==> config.mk <==
export PLATFORM = sky130hd
export DESIGN_NAME = rv32i_fetch_flat
export DESIGN_NICKNAME = d
export VERILOG_FILES = /design/src/rtl/rv32i_fetch_if.sv /design/src/rtl/rv32i_fetch.sv /design/src/flat_wrapper.sv
export SDC_FILE = /design/constraint.sdc
export NUM_CORES = 1
export LEC_CHECK = 0
export ABC_CLOCK_PERIOD_IN_PS = 2600
export CORE_UTILIZATION = 46
export CTS_CLUSTER_DIAMETER = 30
export CTS_CLUSTER_SIZE = 10
export DETAILED_ROUTE_END_ITERATION = 6
export PLACE_DENSITY = 0.83
export REMOVE_ABC_BUFFERS = 1
export SYNTH_ARGS = -nofsm -noshare
export SYNTH_HDL_FRONTEND = slang
export SYNTH_SLANG_ARGS = --single-unit
==> constraint.sdc <==
create_clock -name clk -period 2.6 [get_ports clk]
set_input_delay 0.39 -clock clk [delete_from_list [all_inputs] [get_ports clk]]
set_output_delay 0.39 -clock clk [all_outputs]
set_load 0.02 [all_outputs]
==> src/rtl/rv32i_fetch_if.sv <==
// Instruction-memory bus between the fetch stage (master) and memory (slave).
// Single outstanding request: req/gnt handshake, then one rvld beat.
interface rv32i_fetch_if;
    logic        imem_req;
    logic [31:0] imem_addr;
    logic        imem_gnt;
    logic        imem_rvld;
    logic [31:0] imem_rdata;
    logic        imem_err;

    modport master (
        output imem_req,
        output imem_addr,
        input  imem_gnt,
        input  imem_rvld,
        input  imem_rdata,
        input  imem_err
    );

    modport slave (
        input  imem_req,
        input  imem_addr,
        output imem_gnt,
        output imem_rvld,
        output imem_rdata,
        output imem_err
    );
endinterface

==> src/rtl/rv32i_fetch.sv <==
// RV32I fetch stage: single-outstanding imem fetch, one-entry buffer to decode,
// next-PC write-back to the register file, redirect/kill handling and fault trap.
module rv32i_fetch #(
    parameter logic [31:0] PC_STEP  = 32'd4,
    parameter logic [31:0] NOP_INST = 32'h0000_0013
) (
    input  logic                clk,
    input  logic                rst,
    input  logic                fetch_en,
    input  logic [31:0]         pc_cur,
    output logic [31:0]         pc_nxt,
    output logic                pc_nxt_vld,
    input  logic                redirect_vld,
    input  logic [31:0]         redirect_pc,
    rv32i_fetch_if.master       imem,
    output logic                inst_vld,
    output logic [31:0]         inst,
    output logic [31:0]         inst_pc,
    input  logic                inst_rdy,
    output logic                fault,
    output logic [31:0]         fault_pc
);

    localparam logic [2:0] StIdle  = 3'd0;
    localparam logic [2:0] StReq   = 3'd1;
    localparam logic [2:0] StWait  = 3'd2;
    localparam logic [2:0] StHold  = 3'd3;
    localparam logic [2:0] StFault = 3'd4;

    logic [2:0]  state_q, state_d;
    logic [31:0] req_addr_q, req_addr_d;
    logic        req_q, req_d;
    logic        kill_q, kill_d;
    logic        inst_vld_q, inst_vld_d;
    logic [31:0] inst_q, inst_d;
    logic [31:0] inst_pc_q, inst_pc_d;
    logic [31:0] pc_nxt_q, pc_nxt_d;
    logic        pc_nxt_vld_q, pc_nxt_vld_d;
    logic        fault_q, fault_d;
    logic [31:0] fault_pc_q, fault_pc_d;
    logic [31:0] pc_fwd;

    // The regfile takes pc_nxt one edge after the strobe, so forward an in-flight
    // write instead of latching a stale pc_cur.
    assign pc_fwd = pc_nxt_vld_q ? pc_nxt_q : pc_cur;

    always_comb begin
        state_d      = state_q;
        req_addr_d   = req_addr_q;
        req_d        = req_q;
        kill_d       = kill_q;
        inst_vld_d   = inst_vld_q;
        inst_d       = inst_q;
        inst_pc_d    = inst_pc_q;
        pc_nxt_d     = pc_nxt_q;
        pc_nxt_vld_d = 1'b0;
        fault_d      = fault_q;
        fault_pc_d   = fault_pc_q;

        if (state_q != StFault && redirect_vld) begin
            if (redirect_pc[1:0] != 2'b00) begin
                state_d    = StFault;
                fault_d    = 1'b1;
                fault_pc_d = redirect_pc;
                req_d      = 1'b0;
                kill_d     = 1'b0;
                inst_vld_d = 1'b0;
                inst_d     = NOP_INST;
            end else begin
                pc_nxt_d     = redirect_pc;
                pc_nxt_vld_d = 1'b1;
                case (state_q)
                    StReq: begin
                        // A pending request is never withdrawn; its response is killed.
                        kill_d = 1'b1;
                        if (imem.imem_gnt) begin
                            req_d   = 1'b0;
                            state_d = StWait;
                        end
                    end
                    StWait: begin
                        if (imem.imem_rvld) begin
                            kill_d = 1'b0;
                            if (fetch_en) begin
                                state_d    = StReq;
                                req_d      = 1'b1;
                                req_addr_d = redirect_pc;
                            end else begin
                                state_d = StIdle;
                            end
                        end else begin
                            kill_d = 1'b1;
                        end
                    end
                    StHold: begin
                        inst_vld_d = 1'b0;
                        inst_d     = NOP_INST;
                        state_d    = StReq;
                        req_d      = 1'b1;
                        req_addr_d = redirect_pc;
                    end
                    default: ;
                endcase
            end
        end else begin
            case (state_q)
                StIdle: begin
                    if (fetch_en) begin
                        state_d    = StReq;
                        req_d      = 1'b1;
                        req_addr_d = pc_fwd;
                    end
                end
                StReq: begin
                    if (imem.imem_gnt) begin
                        req_d   = 1'b0;
                        state_d = StWait;
                    end
                end
                StWait: begin
                    if (imem.imem_rvld) begin
                        if (kill_q) begin
                            kill_d = 1'b0;
                            if (fetch_en) begin
                                state_d    = StReq;
                                req_d      = 1'b1;
                                req_addr_d = pc_fwd;
                            end else begin
                                state_d = StIdle;
                            end
                        end else if (imem.imem_err) begin
                            state_d    = StFault;
                            fault_d    = 1'b1;
                            fault_pc_d = req_addr_q;
                        end else begin
                            inst_vld_d   = 1'b1;
                            inst_d       = imem.imem_rdata;
                            inst_pc_d    = req_addr_q;
                            pc_nxt_d     = req_addr_q + PC_STEP;
                            pc_nxt_vld_d = 1'b1;
                            state_d      = StHold;
                        end
                    end
                end
                StHold: begin
                    if (inst_rdy) begin
                        inst_vld_d = 1'b0;
                        inst_d     = NOP_INST;
                        if (fetch_en) begin
                            state_d    = StReq;
                            req_d      = 1'b1;
                            req_addr_d = pc_fwd;
                        end else begin
                            state_d = StIdle;
                        end
                    end
                end
                default: ;
            endcase
        end
    end

    always_ff @(posedge clk) begin
        if (rst) begin
            state_q      <= StIdle;
            req_addr_q   <= 32'd0;
            req_q        <= 1'b0;
            kill_q       <= 1'b0;
            inst_vld_q   <= 1'b0;
            inst_q       <= NOP_INST;
            inst_pc_q    <= 32'd0;
            pc_nxt_q     <= 32'd0;
            pc_nxt_vld_q <= 1'b0;
            fault_q      <= 1'b0;
            fault_pc_q   <= 32'd0;
        end else begin
            state_q      <= state_d;
            req_addr_q   <= req_addr_d;
            req_q        <= req_d;
            kill_q       <= kill_d;
            inst_vld_q   <= inst_vld_d;
            inst_q       <= inst_d;
            inst_pc_q    <= inst_pc_d;
            pc_nxt_q     <= pc_nxt_d;
            pc_nxt_vld_q <= pc_nxt_vld_d;
            fault_q      <= fault_d;
            fault_pc_q   <= fault_pc_d;
        end
    end

    assign imem.imem_req  = req_q;
    assign imem.imem_addr = req_addr_q;
    assign pc_nxt         = pc_nxt_q;
    assign pc_nxt_vld     = pc_nxt_vld_q;
    assign inst_vld       = inst_vld_q;
    assign inst           = inst_q;
    assign inst_pc        = inst_pc_q;
    assign fault          = fault_q;
    assign fault_pc       = fault_pc_q;

endmodule

==> src/flat_wrapper.sv <==
// flat-port wrapper written by rule: the top's interface ports become plain ports
module rv32i_fetch_flat 
#(
    parameter logic [31:0] PC_STEP  = 32'd4,
    parameter logic [31:0] NOP_INST = 32'h0000_0013
)
  (clk, rst, fetch_en, pc_cur, pc_nxt, pc_nxt_vld, redirect_vld, redirect_pc, inst_vld, inst, inst_pc, inst_rdy, fault, fault_pc, imem_imem_req, imem_imem_addr, imem_imem_gnt, imem_imem_rvld, imem_imem_rdata, imem_imem_err);
  rv32i_fetch_if imem_i ();
  input  logic clk;
  input  logic rst;
  input  logic fetch_en;
  input  logic [31:0] pc_cur;
  output logic [31:0] pc_nxt;
  output logic pc_nxt_vld;
  input  logic redirect_vld;
  input  logic [31:0] redirect_pc;
  output logic inst_vld;
  output logic [31:0] inst;
  output logic [31:0] inst_pc;
  input  logic inst_rdy;
  output logic fault;
  output logic [31:0] fault_pc;
  output wire logic [$bits(imem_i.imem_req)-1:0] imem_imem_req;
  output wire logic [$bits(imem_i.imem_addr)-1:0] imem_imem_addr;
  input wire logic [$bits(imem_i.imem_gnt)-1:0] imem_imem_gnt;
  input wire logic [$bits(imem_i.imem_rvld)-1:0] imem_imem_rvld;
  input wire logic [$bits(imem_i.imem_rdata)-1:0] imem_imem_rdata;
  input wire logic [$bits(imem_i.imem_err)-1:0] imem_imem_err;
  assign imem_imem_req = imem_i.imem_req;
  assign imem_imem_addr = imem_i.imem_addr;
  assign imem_i.imem_gnt = imem_imem_gnt;
  assign imem_i.imem_rvld = imem_imem_rvld;
  assign imem_i.imem_rdata = imem_imem_rdata;
  assign imem_i.imem_err = imem_imem_err;
  rv32i_fetch #(.PC_STEP(PC_STEP), .NOP_INST(NOP_INST)) u_core (.clk(clk), .rst(rst), .fetch_en(fetch_en), .pc_cur(pc_cur), .pc_nxt(pc_nxt), .pc_nxt_vld(pc_nxt_vld), .redirect_vld(redirect_vld), .redirect_pc(redirect_pc), .imem(imem_i), .inst_vld(inst_vld), .inst(inst), .inst_pc(inst_pc), .inst_rdy(inst_rdy), .fault(fault), .fault_pc(fault_pc));
endmodule
-- Yosys cells after proc, flatten, opt, wreduce, memory -nomap -nowiden
Cells that the tools add are included.
- flip-flop bits (word level): 168
- input port bits: 104
- output and inout bits: 164
- logic and storage cells: 131
- add/sub/neg operators: 1
- equal/unequal tests: 19
- muxes and demuxes: 79
- bitwise gates (word level): 3
- reductions and logical operators: 18
- operator list (kind ; number):
    $mux 32 ; 28
    $pmux 32 s2 ; 2
    $pmux 32 s3 ; 1
    $mux 1 ; 33
    $add 32x3->32 const B ; 1
    $mux 3 ; 9
    $reduce_and 6->1 ; 3
    $ne 3x2->1 const B ; 5
    $ne 3x3->1 const B ; 5
    $reduce_and 5->1 ; 3
    $pmux 3 s4 ; 1
    $pmux 3 s3 ; 1
    $reduce_bool 3->1 ; 3
    $reduce_and 8->1 ; 1
    $reduce_bool 2->1 ; 4
    $eq 3x2->1 const B ; 2
    $ne 2x2->1 const B ; 3
    $ne 5x5->1 const B ; 1
    $reduce_bool 5->1 ; 1
    $pmux 1 s2 ; 2
    $pmux 1 s4 ; 1
    $eq 3x1->1 const B ; 1
    $logic_not 3->1 ; 1
    $ne 3x1->1 const B ; 1
    5 further kinds ; 7

-- Longest topological paths before layout
Gate-level depths: netlist of the first run.
- depth after elaboration: 6
- gate-level depth with buffers: 10
- depth with buffers taken out: 6

-- Least setup slack after synthesis of the first run
Ideal clock, no wire load.
- path kind: reg-to-reg
- from: register u_core.req_addr_q[10] (netlist: u_core.imem.imem_addr[10])
- to: register u_core.pc_nxt_q[31] (netlist: u_core.pc_nxt[31])
- setup time: 0.132 ns
- arrival time: 1.974 ns
- required time: 2.468 ns
- slack: 0.495 ns
- stages on the path, launching flop included: 8
- path buffers: 2
- period minus slack after synthesis: 2.105 ns
- path through: dfxtp_1 -> buf_2 -> nand4_2 -> or4_4 -> buf_6 -> nor4b_2 -> xnor2_1 -> o32ai_2
- longest elaborated chain between the ends: 6
- RTL lines (element ; RTL line ; RTL):
    from (decl) ; rv32i_fetch.sv:31 ; logic [31:0] req_addr_q, req_addr_d;
    from (signal assigned) ; rv32i_fetch.sv:178 ; req_addr_q <= req_addr_d;
    $add 32x3->32 ; rv32i_fetch.sv:139 ; pc_nxt_d = req_addr_q + PC_STEP;
    $mux 32 ; rv32i_fetch.sv:131 ; end else if (imem.imem_err) begin
    $mux 32 ; rv32i_fetch.sv:122 ; if (kill_q) begin
    $mux 32 ; rv32i_fetch.sv:121 ; if (imem.imem_rvld) begin
    $mux 32 ; rv32i_fetch.sv:106 ; case (state_q)
    $mux 32 ; rv32i_fetch.sv:60 ; if (state_q != StFault && redirect_vld) begin
    to (signal assigned) ; rv32i_fetch.sv:184 ; pc_nxt_q <= pc_nxt_d;
    to (decl) ; rv32i_fetch.sv:37 ; logic [31:0] pc_nxt_q, pc_nxt_d;
No other way between the ends. The select of a mux whose other input is x is not followed.
A chain may end at the register's enable or synchronous reset.

-- Final worst setup path of the first run
- from: register u_core.req_addr_q[10] (netlist: u_core.imem.imem_addr[10])
- to: register u_core.pc_nxt_q[23] (netlist: u_core.pc_nxt[23])
The elaborated chain is that of the path after synthesis.

==> impl_metrics.yaml, run 1 <==
worst_setup_path:
  criticalPathCategory: "flip-flop to flip-flop"
  worstPathRequired_ps: 2920
  crit_path_start_kind: "flip-flop"
  r2r_cells: 5
  reg2reg_to: "u_core.pc_nxt[23]$_SDFFE_PP0P_"
  rrSetupSlack_ps: 270
  cp.arrival_ps: 2650
  worst-path-max-fanout: 11
  rr_startpoint: "u_core.imem.imem_addr[10]$_SDFFE_PP0P_"
  cp-end-kind: "flip-flop"
die:
  die_w_um: 135
  die_y_um: 135
  io_pins: 268
  die_area_um2: 18100
  core_area_um2: 17200
  rows: 48
  initial_core_util_pct: 47.0
clocking:
  cts_buffers: 17
  clk_path_buf_depth: 2
  clock-root-buffer: "clkbuf_16"
  cts_setup_buffers: 0
  insertion_delay_ps: 430
  clock-sinks: 168
  cts_tree: "yes"
  clk_pin_slew_ps: 70
  hold_buffers: 0
  cts_max_level: 4
  cts_resized: 0
power:
  p_per_area_nw_per_um2: 587
  ir_drop_uv: 505
  p_leak_nw: 4.08
  p_total_mw: 6.93
worst_hold_path:
  hp-class: "flip-flop to flip-flop"
  min_to: "u_core.inst_pc[21]$_SDFFE_PP0P_"
  hp-start: "u_core.inst_pc[21]$_SDFFE_PP0P_"
  holdPathStages: 2
routing:
  vias_per_cell: 5.80
  wirelength_mm: 27.6
  drtIter0Drc: 716
  first_pass_iters: 5
  post-route-drc-count: 0
  wire_per_inst_um: 18.7
  num_vias: 8590
  antenna_left: 0
sta:
  relSlewSlack_pct: 20.2
  rsz0062_at_grt: "false"
  post-route-period-util_pct: 89.5
  final.setup.tns_ps: 0
  min_period_ps: 2330
  hold_viol_final: 0
  tightest_slew_ps: 1200
  setup_viol: 0
  slew_violations: 0
  fmax_mhz: 430
  skew_ps: 7.65
final_layout:
  finalInstanceArea_um2: 11800
  stdcell_count: 1481
  nets: 1349
  layout-drive-gt1-share_pct: 9.87
  diodes: 0
  fillers: 1370
  syn_to_final_growth_pct: 46.0
synthesis:
  synthCells: 996
  synth_edf_count: 0
  syn_area_per_cell_um2: 8.13
  yosys_warnings: 0
  synth_area_um2: 8090
  synth-seq-area-share_pct: 41.6
  synthDistinctLibCells: 63
  synth-main-ff-cell: "dfxtp_1"
  synth-seq-cells: 168
  async_flop_share_pct: 0
place:
  dp.cells: 1450
  placed_cell_area_um2: 11200
  port_buffers: 267
  dp_hpwl_mm: 18.8
  gp_congestion: 0.849
status:
  status: "finished, final reports clean"
grt:
  overflow: 0
  grt_pass1_wl_mm: 43.4
  grt_usage_pct: 30.4
  grt_antenna_before_repair: 0
  grt_pass1_vias: 8215
  grt_max_degree: 76
flow_run:
  maxCapViolCount: 0
-- metrics by stage --
stage	hold WS, ps	utilization [%]	worst slack, ps
3_3_place_gp	441	64.9	58.7
3_5_place_dp	449	64.9	-11.2
4_1_cts	456	68.6	261
5_1_grt	474	68.6	173
6_report	453	68.6	273
2_1_floorplan	459	-	-2720
-- layout make-up --
cell class              count  area, µm²  share of cell area [%]
multi-input cells         719       4300                    36.4
clock inverters            13        193                    1.63
clock buffers              18        429                    3.63
inverters                  10       37.5                   0.318
well taps                 225        282                    2.38
repair buffers            328       3220                    27.2
flip-flops and latches    168       3360                    28.5
-- where the power goes --
group | internal [mW] | leakage (nW) | switching [mW]
clock | 1.62 | 0.303 | 1.11
combinational | 0.640 | 2.41 | 0.761
sequential | 2.70 | 1.37 | 0.111
-- routing by layer --
metal / share of wire, % / global-route usage (%) / vias up
met5: 0 / 0 / -
met4: 2.3 / 11.9 / 0
met3: 7.9 / 6.98 / 53
met2: 49 / 52.1 / 394
met1: 40 / 36.7 / 4091
li1: - / - / 4052
-- critical path: stages, from the launching register on --
cell and delay [ps]:
dfxtp_1 510, nand4_2 220, or4_4 700, nor4_1 390, xor2_1 110, a211o_1 270
-- sequential cells by signal (all words and copies together), names as in the netlist, 3 cells and up --
signal                 cells
u_core.fault_pc           32
u_core.imem.imem_addr     32
u_core.inst               32
u_core.inst_pc            32
u_core.pc_nxt             32
u_core.state_q             3
-- Yosys cell counts, types with 4 or more instances --
cell type	n	area (µm²)
mux2_2	10	113
inv_1	9	33.8
a211o_1	21	184
and3_1	8	50.1
o31ai_1	4	30.0
nor4_1	8	50.1
nor2b_1	8	50.1
mux2i_1	28	280
dfxtp_1	168	3360
nand3_1	15	75.1
o21ai_0	42	210
a21oi_1	80	400
buf_4	4	30.0
a22oi_1	32	240
o21ai_1	13	65.1
o21a_1	5	37.5
a2111o_1	15	169
nor3_1	12	60.1
clkbuf_1	63	236
nand2b_1	5	31.3
or4b_1	4	40.0
a211oi_1	11	82.6
xor2_1	4	35.0
nand2_1	167	627
o211ai_1	5	37.5
nor2_1	119	447
xnor2_1	20	175
o221ai_1	5	43.8
buf_2	27	135
a311oi_1	31	272
-- cell usage in the layout, fill, tap and decap left out, types with 5 or more instances in the layout --
cell type	n
a211oi_1	11
nor2_1	119
xnor2_1	20
dfxtp_1	167
mux2i_1	28
clkbuf_16	17
nand3_1	15
nand2_1	164
nand2b_1	5
nor3_1	12
o21a_1	5
a211o_1	21
a311oi_1	31
and3_1	8
o21ai_1	13
nor4_1	8
o21ai_0	42
clkdlybuf4s50_1	266
buf_12	7
a21oi_1	79
o211ai_1	5
a22oi_1	31
inv_1	9
a2111o_1	15
mux2_2	10
o221ai_1	5
nor2b_1	8
buf_4	55
-- cell families (layout without fill, tap and decap cells) --
group | count (synthesis) | after routing | synth area share, %
AO/OA/AOI/OAI | 286 | 286 | 24.3
XOR/XNOR | 24 | 24 | 2.60
adder cells (fa/ha/maj) | 1 | 1 | 0.155
buffers and inverters | 109 | 369 | 5.94
flip-flops | 168 | 168 | 41.6
multiplexers | 38 | 38 | 4.85
AND/OR/NAND/NOR | 370 | 370 | 20.6
-- worst max path at each step --
stage | start | endpoint | slack [ps] | depth (start not counted)
floorplan | u_core.state_q[0]$_SDFFE_PP0P_ | u_core.fault_pc[10]$_SDFFE_PP0P_ | -2720 | 4
global placement | redirect_vld | u_core.pc_nxt[8]$_SDFFE_PP0P_ | 60 | 7
detailed placement | redirect_vld | u_core.pc_nxt[8]$_SDFFE_PP0P_ | -10 | 7
CTS | u_core.imem.imem_addr[10]$_SDFFE_PP0P_ | u_core.pc_nxt[23]$_SDFFE_PP0P_ | 260 | 5
global route | u_core.imem.imem_addr[10]$_SDFFE_PP0P_ | u_core.pc_nxt[23]$_SDFFE_PP0P_ | 170 | 5
finish | u_core.imem.imem_addr[10]$_SDFFE_PP0P_ | u_core.pc_nxt[23]$_SDFFE_PP0P_ | 270 | 5
(Power assumes the default switching activity.)
==> run 2, diff against run 1 <==
Settings changed: CORE_UTILIZATION 46 to 50, DONT_BUFFER_PORTS set to 1, PLACE_DENSITY 0.83 to 0.68.
==> run 2 against run 1 <==
Against the previous run: worst setup slack worse by 10 ps; sequential cell count stayed put; register-to-register slack hardly changed; sequential power is 4% higher; hold slack worse by 420 ps; largest cell class unchanged; largest power group unchanged; highest routed layer unchanged.
==> impl_metrics.yaml, run 2 (same netlist as run 1, synthesis figures left out) <==
final_layout:
  layout-drive-gt1-share_pct: 11.3
  finalInstanceArea_um2: 8960
  diodes: 0
  layout_common_cells: "dfxtp_1, nand2_1, nor2_1, a21oi_1, o21ai_0"
  seqCellArea_um2: 3360
  fillers: 1480
  syn_to_final_growth_pct: 10.7
  multi_input_area_um2: 4300
  fin_util_pct: 56.6
  nets: 1068
  final_common_cell: "dfxtp_1"
  stdcell_count: 1192
power:
  p_total_mw: 6.22
  ir_drop_uv: 498
  p_per_area_nw_per_um2: 694
  p_leak_nw: 3.01
clocking:
  cts_resized: 0
  hold_buffers: 0
  clock-sinks: 168
  cts_tree: "yes"
  clock-root-buffer: "clkbuf_16"
  clk_path_buf_depth: 2
  cts_setup_buffers: 0
  clk_pin_slew_ps: 70
  insertion_delay_ps: 430
  cts_buffers: 17
  cts_max_level: 4
sta:
  post-route-period-util_pct: 89.9
  min_period_ps: 2340
  slew_violations: 0
  tightest_slew_ps: 1000
  relSlewSlack_pct: 33.1
  hold_viol_final: 0
  fmax_mhz: 428
  setup_viol: 0
  rsz0062_at_grt: "false"
  skew_ps: 10.1
grt:
  grt_max_degree: 157
  overflow: 0
  grt_pass1_vias: 6830
  grt_antenna_before_repair: 0
  grt_usage_pct: 28.4
  grt_pass1_wl_mm: 36.8
worst_setup_path:
  worstPathBufferInverterCount: 1
  criticalPathCategory: "flip-flop to flip-flop"
  cp.arrival_ps: 2670
  worst-path-max-fanout: 36
  path_cells: "buf_4 > nor2_1 > a21oi_4 > nor2_1 > o31ai_1"
  crit_path_start_kind: "flip-flop"
  cp_slowest_cell: "a21oi_4"
  cp-end-kind: "flip-flop"
  critPathMostFrequentCell: "nor2_1"
  worstPathRequired_ps: 2940
  crit_family: "compound AO/OA/AOI/OAI gates"
  slowest_delay_ps: 760
place:
  gp_congestion: 0.851
  placed_cell_area_um2: 8400
  dp_hpwl_mm: 16.0
  port_buffers: 0
  dp.cells: 1160
die:
  io_pins: 268
  die_y_um: 129
  initial_core_util_pct: 51.1
  die_area_um2: 16700
  rows: 46
  die_w_um: 129
  core_area_um2: 15800
routing:
  drtIter0Drc: 509
  first_pass_iters: 5
  wirelength_mm: 24.1
  num_vias: 7307
  antenna_left: 0
  wire_per_inst_um: 20.2
  vias_per_cell: 6.13
  post-route-drc-count: 0
flow_run:
  maxCapViolCount: 0
worst_hold_path:
  hp-class: "input port to flip-flop"
status:
  status: "finished, final reports clean"
==> run 2: cell count changes in the layout (fill, tap and decap cells not counted), sizes merged <==
cell,before,now
clkinv,4,5
clkinvlp,1,2
bufinv,4,1
inv,14,16
buf,62,47
clkdlybuf4s50,266,0
==> run 2: layout make-up <==
cell class | count | share of cell area, %
flip-flops and latches | 168 | 37.5
multi-input cells | 719 | 47.9
clock inverters | 14 | 1.52
inverters | 10 | 0.419
well taps | 216 | 3.02
repair buffers | 47 | 4.78
clock buffers | 18 | 4.79
==> run 2: stage by stage <==
step | worst slack [ps] | hold slack (ps) | setup TNS [ps]
after global routing | 137 | 15.2 | 0
after detailed placement | 316 | 483 | 0
after floorplan | -2720 | 459 | -124480
after CTS | 292 | 25.2 | 0
after global placement | 364 | 477 | 0
final | 263 | 34.3 | 0
==> run 2: power breakdown <==
part           switching, mW  total (mW)  leakage (nW)  internal, mW
registers              0.235        2.93          1.37          2.69
clock network           1.14        2.49         0.274          1.34
logic                  0.496       0.800          1.37         0.304
==> run 2: worst register-to-register path: cells and delay by family, from the launching register on <==
kind,cells,cell delay [ps]
AO/OA/AOI/OAI,2,1060
flip-flops,1,520
AND/OR/NAND/NOR,2,440
buffers and inverters,1,240
==> run 2: metal layers <==
layer  global-route usage, %  up-vias  share of wire (%)
met5                       0        -                  0
met2                    46.0      329                 46
met3                    9.37       28                9.3
met4                    10.7        0                2.1
li1                        -     3497                  -
met1                    35.0     3453                 42
==> run 2: worst paths after layout <==
kind                                            endpoint  slack, ps  depth (start not counted)                                   from
hold reg to reg    u_core.imem.imem_addr[7]$_SDFFE_PP0P_        540                          2  u_core.imem.imem_addr[7]$_SDFFE_PP0P_
setup / recovery  u_core.imem.imem_addr[17]$_SDFFE_PP0P_        260                          5         u_core.state_q[0]$_SDFFE_PP0P_
setup reg to reg  u_core.imem.imem_addr[17]$_SDFFE_PP0P_        260                          5         u_core.state_q[0]$_SDFFE_PP0P_
hold / removal           u_core.inst_pc[28]$_SDFFE_PP0P_         30                          1                                    rst
